### src/rtl/vram_pkg.sv
// Shared defaults and clear-FSM state type for the VRAM arbiter slice.
package vram_pkg;

  localparam int DEF_DEPTH  = 3700;  // 100 columns x 37 rows
  localparam int DEF_ADDR_W = 12;
  localparam int DEF_DATA_W = 12;

  typedef enum logic [0:0] {
    IDLE  = 1'b0,
    CLEAR = 1'b1
  } vram_state_e;

endpackage

### src/rtl/vram_arb_if.sv
// Requester and VRAM-side bus of the arbiter; slave = arbiter, master = system/bench.
interface vram_arb_if #(
  parameter int ADDR_W = vram_pkg::DEF_ADDR_W,
  parameter int DATA_W = vram_pkg::DEF_DATA_W
);

  logic              disp_req;
  logic [ADDR_W-1:0] disp_addr;
  logic              disp_vld;
  logic [DATA_W-1:0] disp_data;

  // Writer handshake: a word transfers on the rising pclk edge where
  // wr_valid && wr_ready; the writer holds wr_valid/wr_addr/wr_data stable
  // until then, and wr_ready never looks at wr_valid.
  logic              wr_valid;
  logic              wr_ready;
  logic [ADDR_W-1:0] wr_addr;
  logic [DATA_W-1:0] wr_data;

  logic              clr_start;
  logic [DATA_W-1:0] clr_color;
  logic              clr_busy;

  logic              ram_we;
  logic [ADDR_W-1:0] ram_addr;
  logic [DATA_W-1:0] ram_wdata;
  logic [DATA_W-1:0] ram_rdata;

  modport slave (
    input  disp_req, disp_addr, wr_valid, wr_addr, wr_data,
    input  clr_start, clr_color, ram_rdata,
    output disp_vld, disp_data, wr_ready, clr_busy,
    output ram_we, ram_addr, ram_wdata
  );

  modport master (
    output disp_req, disp_addr, wr_valid, wr_addr, wr_data,
    output clr_start, clr_color, ram_rdata,
    input  disp_vld, disp_data, wr_ready, clr_busy,
    input  ram_we, ram_addr, ram_wdata
  );

endinterface

### src/rtl/vram_clr_seq.sv
// Full-frame clear sequencer: IDLE/CLEAR FSM, address pointer and latched fill value.
module vram_clr_seq
  import vram_pkg::*;
#(
  parameter int DEPTH  = DEF_DEPTH,
  parameter int ADDR_W = DEF_ADDR_W,
  parameter int DATA_W = DEF_DATA_W
) (
  input  logic              pclk,
  input  logic              rst,
  input  logic              clr_start,
  input  logic [DATA_W-1:0] clr_color,
  input  logic              step,
  output vram_state_e       state,
  output logic [ADDR_W-1:0] ptr,
  output logic [DATA_W-1:0] clr_val,
  output logic              clr_busy,
  output logic              clr_we
);

  vram_state_e state_q, state_d;
  logic        last;

  assign last  = (32'(ptr) >= 32'(DEPTH - 1));
  assign state = state_q;

  always_ff @(posedge pclk or posedge rst) begin
    if (rst) state_q <= IDLE;
    else     state_q <= state_d;
  end

  always_comb begin
    state_d = state_q;
    case (state_q)
      IDLE:    if (clr_start)   state_d = CLEAR;
      CLEAR:   if (step && last) state_d = IDLE;
      default: state_d = IDLE;
    endcase
  end

  // Pointer only advances on cycles the clear actually owns the RAM, so a
  // display access never causes a skipped address. clr_start in CLEAR is ignored.
  always_ff @(posedge pclk or posedge rst) begin
    if (rst) begin
      ptr     <= '0;
      clr_val <= '0;
    end else if (state_q == IDLE) begin
      if (clr_start) begin
        ptr     <= '0;
        clr_val <= clr_color;
      end
    end else if (step) begin
      ptr <= last ? '0 : ptr + ADDR_W'(1);
    end
  end

  always_comb begin
    clr_busy = (state_q == CLEAR);
    clr_we   = (state_q == CLEAR) && step && (32'(ptr) < 32'(DEPTH));
  end

endmodule

### src/rtl/vram_arb.sv
// Fixed-priority VRAM arbiter (display > clear > writer) over one single-port RAM.
// Optional VRAM_ARB_STATS_EN adds a saturating writer-stall counter port.
module vram_arb
  import vram_pkg::*;
#(
  parameter int DEPTH  = DEF_DEPTH,
  parameter int ADDR_W = DEF_ADDR_W,
  parameter int DATA_W = DEF_DATA_W
) (
  input  logic        pclk,
  input  logic        rst,
  vram_arb_if.slave   bus,
  output vram_state_e clr_state
`ifdef VRAM_ARB_STATS_EN
  ,
  output logic [15:0] stall_cnt
`endif
);

  vram_state_e       state;
  logic [ADDR_W-1:0] ptr;
  logic [DATA_W-1:0] clr_val;
  logic              clr_we;
  logic              clr_busy;
  logic              wr_fire;

  vram_clr_seq #(
    .DEPTH  (DEPTH),
    .ADDR_W (ADDR_W),
    .DATA_W (DATA_W)
  ) u_clr_seq (
    .pclk      (pclk),
    .rst       (rst),
    .clr_start (bus.clr_start),
    .clr_color (bus.clr_color),
    .step      (!bus.disp_req),
    .state     (state),
    .ptr       (ptr),
    .clr_val   (clr_val),
    .clr_busy  (clr_busy),
    .clr_we    (clr_we)
  );

  assign clr_state    = state;
  assign bus.clr_busy = clr_busy;
  assign bus.wr_ready = (state == IDLE) && !bus.disp_req;
  assign wr_fire      = bus.wr_valid && bus.wr_ready;

  // Out-of-range writer addresses still complete the handshake but never reach the RAM.
  always_comb begin
    bus.ram_we    = 1'b0;
    bus.ram_addr  = '0;
    bus.ram_wdata = '0;
    if (bus.disp_req) begin
      bus.ram_addr = bus.disp_addr;
    end else if (state == CLEAR) begin
      bus.ram_we    = clr_we;
      bus.ram_addr  = ptr;
      bus.ram_wdata = clr_val;
    end else if (wr_fire) begin
      bus.ram_we    = (32'(bus.wr_addr) < 32'(DEPTH));
      bus.ram_addr  = bus.wr_addr;
      bus.ram_wdata = bus.wr_data;
    end
  end

  always_ff @(posedge pclk or posedge rst) begin
    if (rst) bus.disp_vld <= 1'b0;
    else     bus.disp_vld <= bus.disp_req;
  end

  assign bus.disp_data = bus.disp_vld ? bus.ram_rdata : '0;

`ifdef VRAM_ARB_STATS_EN
  always_ff @(posedge pclk or posedge rst) begin
    if (rst) begin
      stall_cnt <= '0;
    end else if (bus.wr_valid && !bus.wr_ready && (stall_cnt != 16'hFFFF)) begin
      stall_cnt <= stall_cnt + 16'd1;
    end
  end
`endif

endmodule

### src/flat_wrapper.sv
// flat-port wrapper written by rule: the top's interface ports become plain ports
module vram_arb_flat import vram_pkg::*;
#(
  parameter int DEPTH  = DEF_DEPTH,
  parameter int ADDR_W = DEF_ADDR_W,
  parameter int DATA_W = DEF_DATA_W
)
  (pclk, rst, clr_state, bus_disp_req, bus_disp_addr, bus_wr_valid, bus_wr_addr, bus_wr_data, bus_clr_start, bus_clr_color, bus_ram_rdata, bus_disp_vld, bus_disp_data, bus_wr_ready, bus_clr_busy, bus_ram_we, bus_ram_addr, bus_ram_wdata);
  vram_arb_if #(.ADDR_W(ADDR_W), .DATA_W(DATA_W)) bus_i ();
  input  logic pclk;
  input  logic rst;
  output vram_state_e clr_state;
  input wire logic [$bits(bus_i.disp_req)-1:0] bus_disp_req;
  input wire logic [$bits(bus_i.disp_addr)-1:0] bus_disp_addr;
  input wire logic [$bits(bus_i.wr_valid)-1:0] bus_wr_valid;
  input wire logic [$bits(bus_i.wr_addr)-1:0] bus_wr_addr;
  input wire logic [$bits(bus_i.wr_data)-1:0] bus_wr_data;
  input wire logic [$bits(bus_i.clr_start)-1:0] bus_clr_start;
  input wire logic [$bits(bus_i.clr_color)-1:0] bus_clr_color;
  input wire logic [$bits(bus_i.ram_rdata)-1:0] bus_ram_rdata;
  output wire logic [$bits(bus_i.disp_vld)-1:0] bus_disp_vld;
  output wire logic [$bits(bus_i.disp_data)-1:0] bus_disp_data;
  output wire logic [$bits(bus_i.wr_ready)-1:0] bus_wr_ready;
  output wire logic [$bits(bus_i.clr_busy)-1:0] bus_clr_busy;
  output wire logic [$bits(bus_i.ram_we)-1:0] bus_ram_we;
  output wire logic [$bits(bus_i.ram_addr)-1:0] bus_ram_addr;
  output wire logic [$bits(bus_i.ram_wdata)-1:0] bus_ram_wdata;
  assign bus_i.disp_req = bus_disp_req;
  assign bus_i.disp_addr = bus_disp_addr;
  assign bus_i.wr_valid = bus_wr_valid;
  assign bus_i.wr_addr = bus_wr_addr;
  assign bus_i.wr_data = bus_wr_data;
  assign bus_i.clr_start = bus_clr_start;
  assign bus_i.clr_color = bus_clr_color;
  assign bus_i.ram_rdata = bus_ram_rdata;
  assign bus_disp_vld = bus_i.disp_vld;
  assign bus_disp_data = bus_i.disp_data;
  assign bus_wr_ready = bus_i.wr_ready;
  assign bus_clr_busy = bus_i.clr_busy;
  assign bus_ram_we = bus_i.ram_we;
  assign bus_ram_addr = bus_i.ram_addr;
  assign bus_ram_wdata = bus_i.ram_wdata;
  vram_arb #(.DEPTH(DEPTH), .ADDR_W(ADDR_W), .DATA_W(DATA_W)) u_core (.pclk(pclk), .rst(rst), .bus(bus_i), .clr_state(clr_state));
endmodule
### config.mk
export PLATFORM = sky130hd
export DESIGN_NAME = vram_arb_flat
export DESIGN_NICKNAME = d
export VERILOG_FILES = /design/src/rtl/vram_pkg.sv /design/src/rtl/vram_arb_if.sv /design/src/rtl/vram_clr_seq.sv /design/src/rtl/vram_arb.sv /design/src/flat_wrapper.sv
export SDC_FILE = /design/constraint.sdc
export NUM_CORES = 1
export LEC_CHECK = 0
export CELL_PAD_IN_SITES_DETAIL_PLACEMENT = 0
export CELL_PAD_IN_SITES_GLOBAL_PLACEMENT = 1
export CORE_MARGIN = 4
export CORE_UTILIZATION = 26
export CTS_BUF_LIST = sky130_fd_sc_hd__clkbuf_4
export DETAILED_ROUTE_END_ITERATION = 16
export GPL_TIMING_DRIVEN = 1
export PLACE_DENSITY = 0.89
export RECOVER_POWER = 100
export SLEW_MARGIN = 20
export SYNTH_ARGS = -nofsm -noshare
export SYNTH_HDL_FRONTEND = slang
export SYNTH_HIERARCHICAL = 1
export SYNTH_SLANG_ARGS = --single-unit
### constraint.sdc
create_clock -name pclk -period 1.3 [get_ports pclk]
set_input_delay 0.195 -clock pclk [delete_from_list [all_inputs] [get_ports pclk]]
set_output_delay 0.195 -clock pclk [all_outputs]
set_load 0.02 [all_outputs]
==> impl_metrics.py <==
metrics = {
    "floorplan": {
        "io_pins": 106,
        "chipHeight_um": 95.5,
        "initial_utilization_pct": 27.1,
        "core_area_mm2": 0.00733,
        "dieArea_mm2": 0.00912,
        "die_w_um": 95.5,
        "core.rowCount": 31,
    },
    "yosys": {
        "synth_ff_type": "dfrtp_1",
        "syn-num-nets": 303,
        "synth_area_mm2": 0.00199,
        "synth_warnings": 6,
        "netlist_instances": 237,
        "synth_edf_count": 0,
        "syn_area_per_cell_um2": 8.39,
        "yosysSeqAreaShare_pct": 32.7,
        "synth.distinct_cells": 43,
        "synth-async-reset-ratio_pct": 100,
        "ys_ff_latch": 26,
    },
    "finish": {
        "fin_area_mm2": 0.00372,
        "final_util_pct": 50.7,
        "stdcell_count": 477,
        "final_nets": 445,
        "syn_to_final_growth_pct": 86.9,
        "seq_area_um2": 653,
        "antenna_cells": 0,
        "fill_cells": 663,
        "drive_gt1_share_pct": 43.4,
        "multi_input_area_mm2": 0.00137,
    },
    "cts": {
        "cts_buffer_depth": 2,
        "cts_tree": "built",
        "cts_buffers": 3,
        "clk_latency_ns": 0.33,
        "clockRootBuffer": "clkbuf_4",
        "htree_levels": 1,
        "clk_pin_slew_ns": 0.15,
        "cts_sinks": 26,
    },
    "placed_design": {
        "place.gp.congestion": 0.834,
        "placed_cell_area_mm2": 0.00348,
        "post-place-ws_ns": -0.746,
        "dpl.hpwl_mm": 5.27,
        "place_inst": 462,
        "port_buffers": 105,
    },
    "sta": {
        "layout_setup_ws_ns": -0.497,
        "skew_ns": 0.00872,
        "post-route-period-util_pct": 138,
        "period_minus_slack_ns": 1.80,
        "rsz0062_at_grt": "yes",
        "tightest_slew_ns": 0.990,
        "setup_viol": 65,
        "slew_viol_final": 0,
        "hold_violations": 0,
        "relSlewSlack_pct": 34.0,
        "tns_ns": -18.44,
        "fmax_ghz": 0.556,
        "whs_ns": 0.401,
    },
    "critical_path": {
        "crit_type": "reg -> out",
        "cpPeakStageDelay_ns": 0.46,
        "reg2reg_slack_ns": -0.29,
        "r2r_end": "u_core/u_clr_seq/ptr[8]",
        "cpMaxStageDelayCell": "dfrtp_2",
        "crit_buf_inv": 4,
        "startpoint_type": "flop",
        "crit_path_end_kind": "output pin",
        "arrival_ns": 1.60,
        "r2r-start": "u_core/u_clr_seq/clr_busy",
        "crit_fanout": 6,
        "crit_chain": "buf_12 -> buf_16 -> clkbuf_2 -> a32oi_2 -> a21oi_2 -> buf_6",
        "rr_worst_depth": 7,
        "required_ns": 1.11,
        "path_delay_family": "buffers and inverters",
    },
    "power_and_ir_drop": {
        "power_density_mw_per_mm2": 794,
        "peakVddDrop_mv": 0.370,
        "p_leak_nw": 1.63,
        "total_power_mw": 2.95,
    },
    "routing": {
        "first_iter_violations": 89,
        "post-route-drc-count": 0,
        "ant_nets": 0,
        "wirelength_mm": 7.26,
        "drtPass1Iterations": 4,
        "viasPerCell": 4.88,
        "num_vias": 2326,
        "post_drt_wl_per_cell_um": 15.2,
    },
    "flow_run": {
        "cap_violations": 0,
    },
    "worst_hold_path": {
        "whs_endpoint": "u_core/u_clr_seq/ptr[7]",
        "worst_hold_path.num_cells": 6,
        "hold_path.class": "in -> reg",
        "min_from": "bus_disp_req",
    },
    "grt": {
        "grt_overflow": 0,
        "grt_max_degree": 27,
        "grt_pass1_wl_mm": 11.1,
        "antenna_found_initial": 0,
        "grt_usage_pct": 15.3,
        "grt_pass1_vias": 2336,
    },
    "outcome": {
        "violations": "negative setup slack",
        "outcome": "finished, violations left",
    },
}
==> what timing repair did <==
item / 4_1_cts / 5_1_grt
endpoints found under the hold margin: 1 / 0
cloned: 2 / 0
buffers inserted: 5 / 3
resized for setup: 222 / 37
setup endpoints to repair: 66 / 65
hold buffers: 1 / 0
pin swaps: 3 / 3
==> metal layers <==
| metal | global-route usage (%) | vias up | part of all wire, % |
|---|---|---|---|
| li1 | - | 1142 | - |
| met1 | 17.7 | 1102 | 40 |
| met2 | 27.9 | 74 | 51 |
| met3 | 3.95 | 8 | 8.4 |
| met4 | 3.91 | 0 | 0.94 |
| met5 | 0 | - | 0 |
==> sequential cells by signal, summed over array words and instances (netlist names) <==
signal / flops
u_core/bus.disp_vld: 1
u_core/u_clr_seq/clr_val: 12
u_core/u_clr_seq/ptr: 12
u_core/u_clr_seq/clr_busy: 1
==> synth_stat cells (2+ instances only) <==
cell type | number | area, µm²
buf_4 | 5 | 37.5
o2111ai_1 | 3 | 26.3
nand3_1 | 5 | 25.0
a21oi_1 | 28 | 140
nand4_1 | 4 | 25.0
nor3_1 | 2 | 10.0
buf_6 | 2 | 22.5
nor2b_1 | 3 | 18.8
and3b_2 | 11 | 110
o221ai_1 | 2 | 17.5
inv_1 | 10 | 37.5
mux2_2 | 12 | 135
nor2_1 | 6 | 22.5
o21ai_1 | 11 | 55.1
clkbuf_1 | 3 | 11.3
o21ai_0 | 8 | 40.0
buf_2 | 5 | 25.0
dfrtp_1 | 26 | 651
nand3b_1 | 13 | 97.6
o211ai_1 | 5 | 37.5
nand2_1 | 33 | 124
and2_1 | 15 | 93.8
and4_1 | 3 | 26.3
a31oi_1 | 3 | 18.8
==> worst max path at each step <==
stage                     cells after the start               to  slack, ns                      start
after floorplan                               5       bus_ram_we      -0.20  u_core/u_clr_seq/clr_busy
after global placement                        6  bus_ram_addr[0]      -0.73               bus_wr_valid
after detailed placement                      6  bus_ram_addr[1]      -0.75               bus_wr_valid
after CTS                                     6       bus_ram_we      -0.49  u_core/u_clr_seq/clr_busy
after global routing                          6  bus_ram_addr[9]      -0.58  u_core/u_clr_seq/clr_busy
final                                         6       bus_ram_we      -0.50  u_core/u_clr_seq/clr_busy
==> cells by family after synthesis <==
logic type | Yosys count | synth area share, %
mux | 12 | 6.79
fa+ha+maj | 1 | 0.629
simple gates | 103 | 31.4
compound gates | 67 | 19.9
buf+inv | 26 | 7.74
flops | 26 | 32.7
xor+xnor | 2 | 0.881
==> final cells by class <==
type / instances / share of cell area [%]
Tap cell: 99 / 3.33
Inverter: 10 / 1.01
Clock buffer: 4 / 0.808
Timing Repair Buffer: 153 / 40.3
Sequential cell: 26 / 17.6
Multi-Input combinational cell: 185 / 37.0
==> worst reg2reg max path: stages, from the launching register on <==
cell and delay, ns:
dfrtp_2 0.42, buf_4 0.23, buf_4 0.17, nor2b_4 0.05, buf_4 0.14, nor2_4 0.19, inv_1 0.15, o211ai_1 0.18
==> power breakdown <==
group          leakage [nW]  total (mW)  internal, mW  switching [mW]
Combinational          1.29        1.55         0.819           0.731
Sequential            0.326        1.02         0.936          0.0797
Clock                0.0184       0.386         0.141           0.245
Total                  1.63        2.95          1.90            1.06
==> cell usage in the layout, fill, tap and decap left out, types with 11 or more instances in the layout <==
cell,instances
a21oi_1,17
and2_4,12
and3b_2,11
buf_4,44
buf_6,31
clkdlybuf4s50_1,62
dfrtp_1,24
mux2_2,12
nand2_1,33
nand3b_1,13
o21ai_2,14
Note: power is estimated with default switching activity, not from simulation.
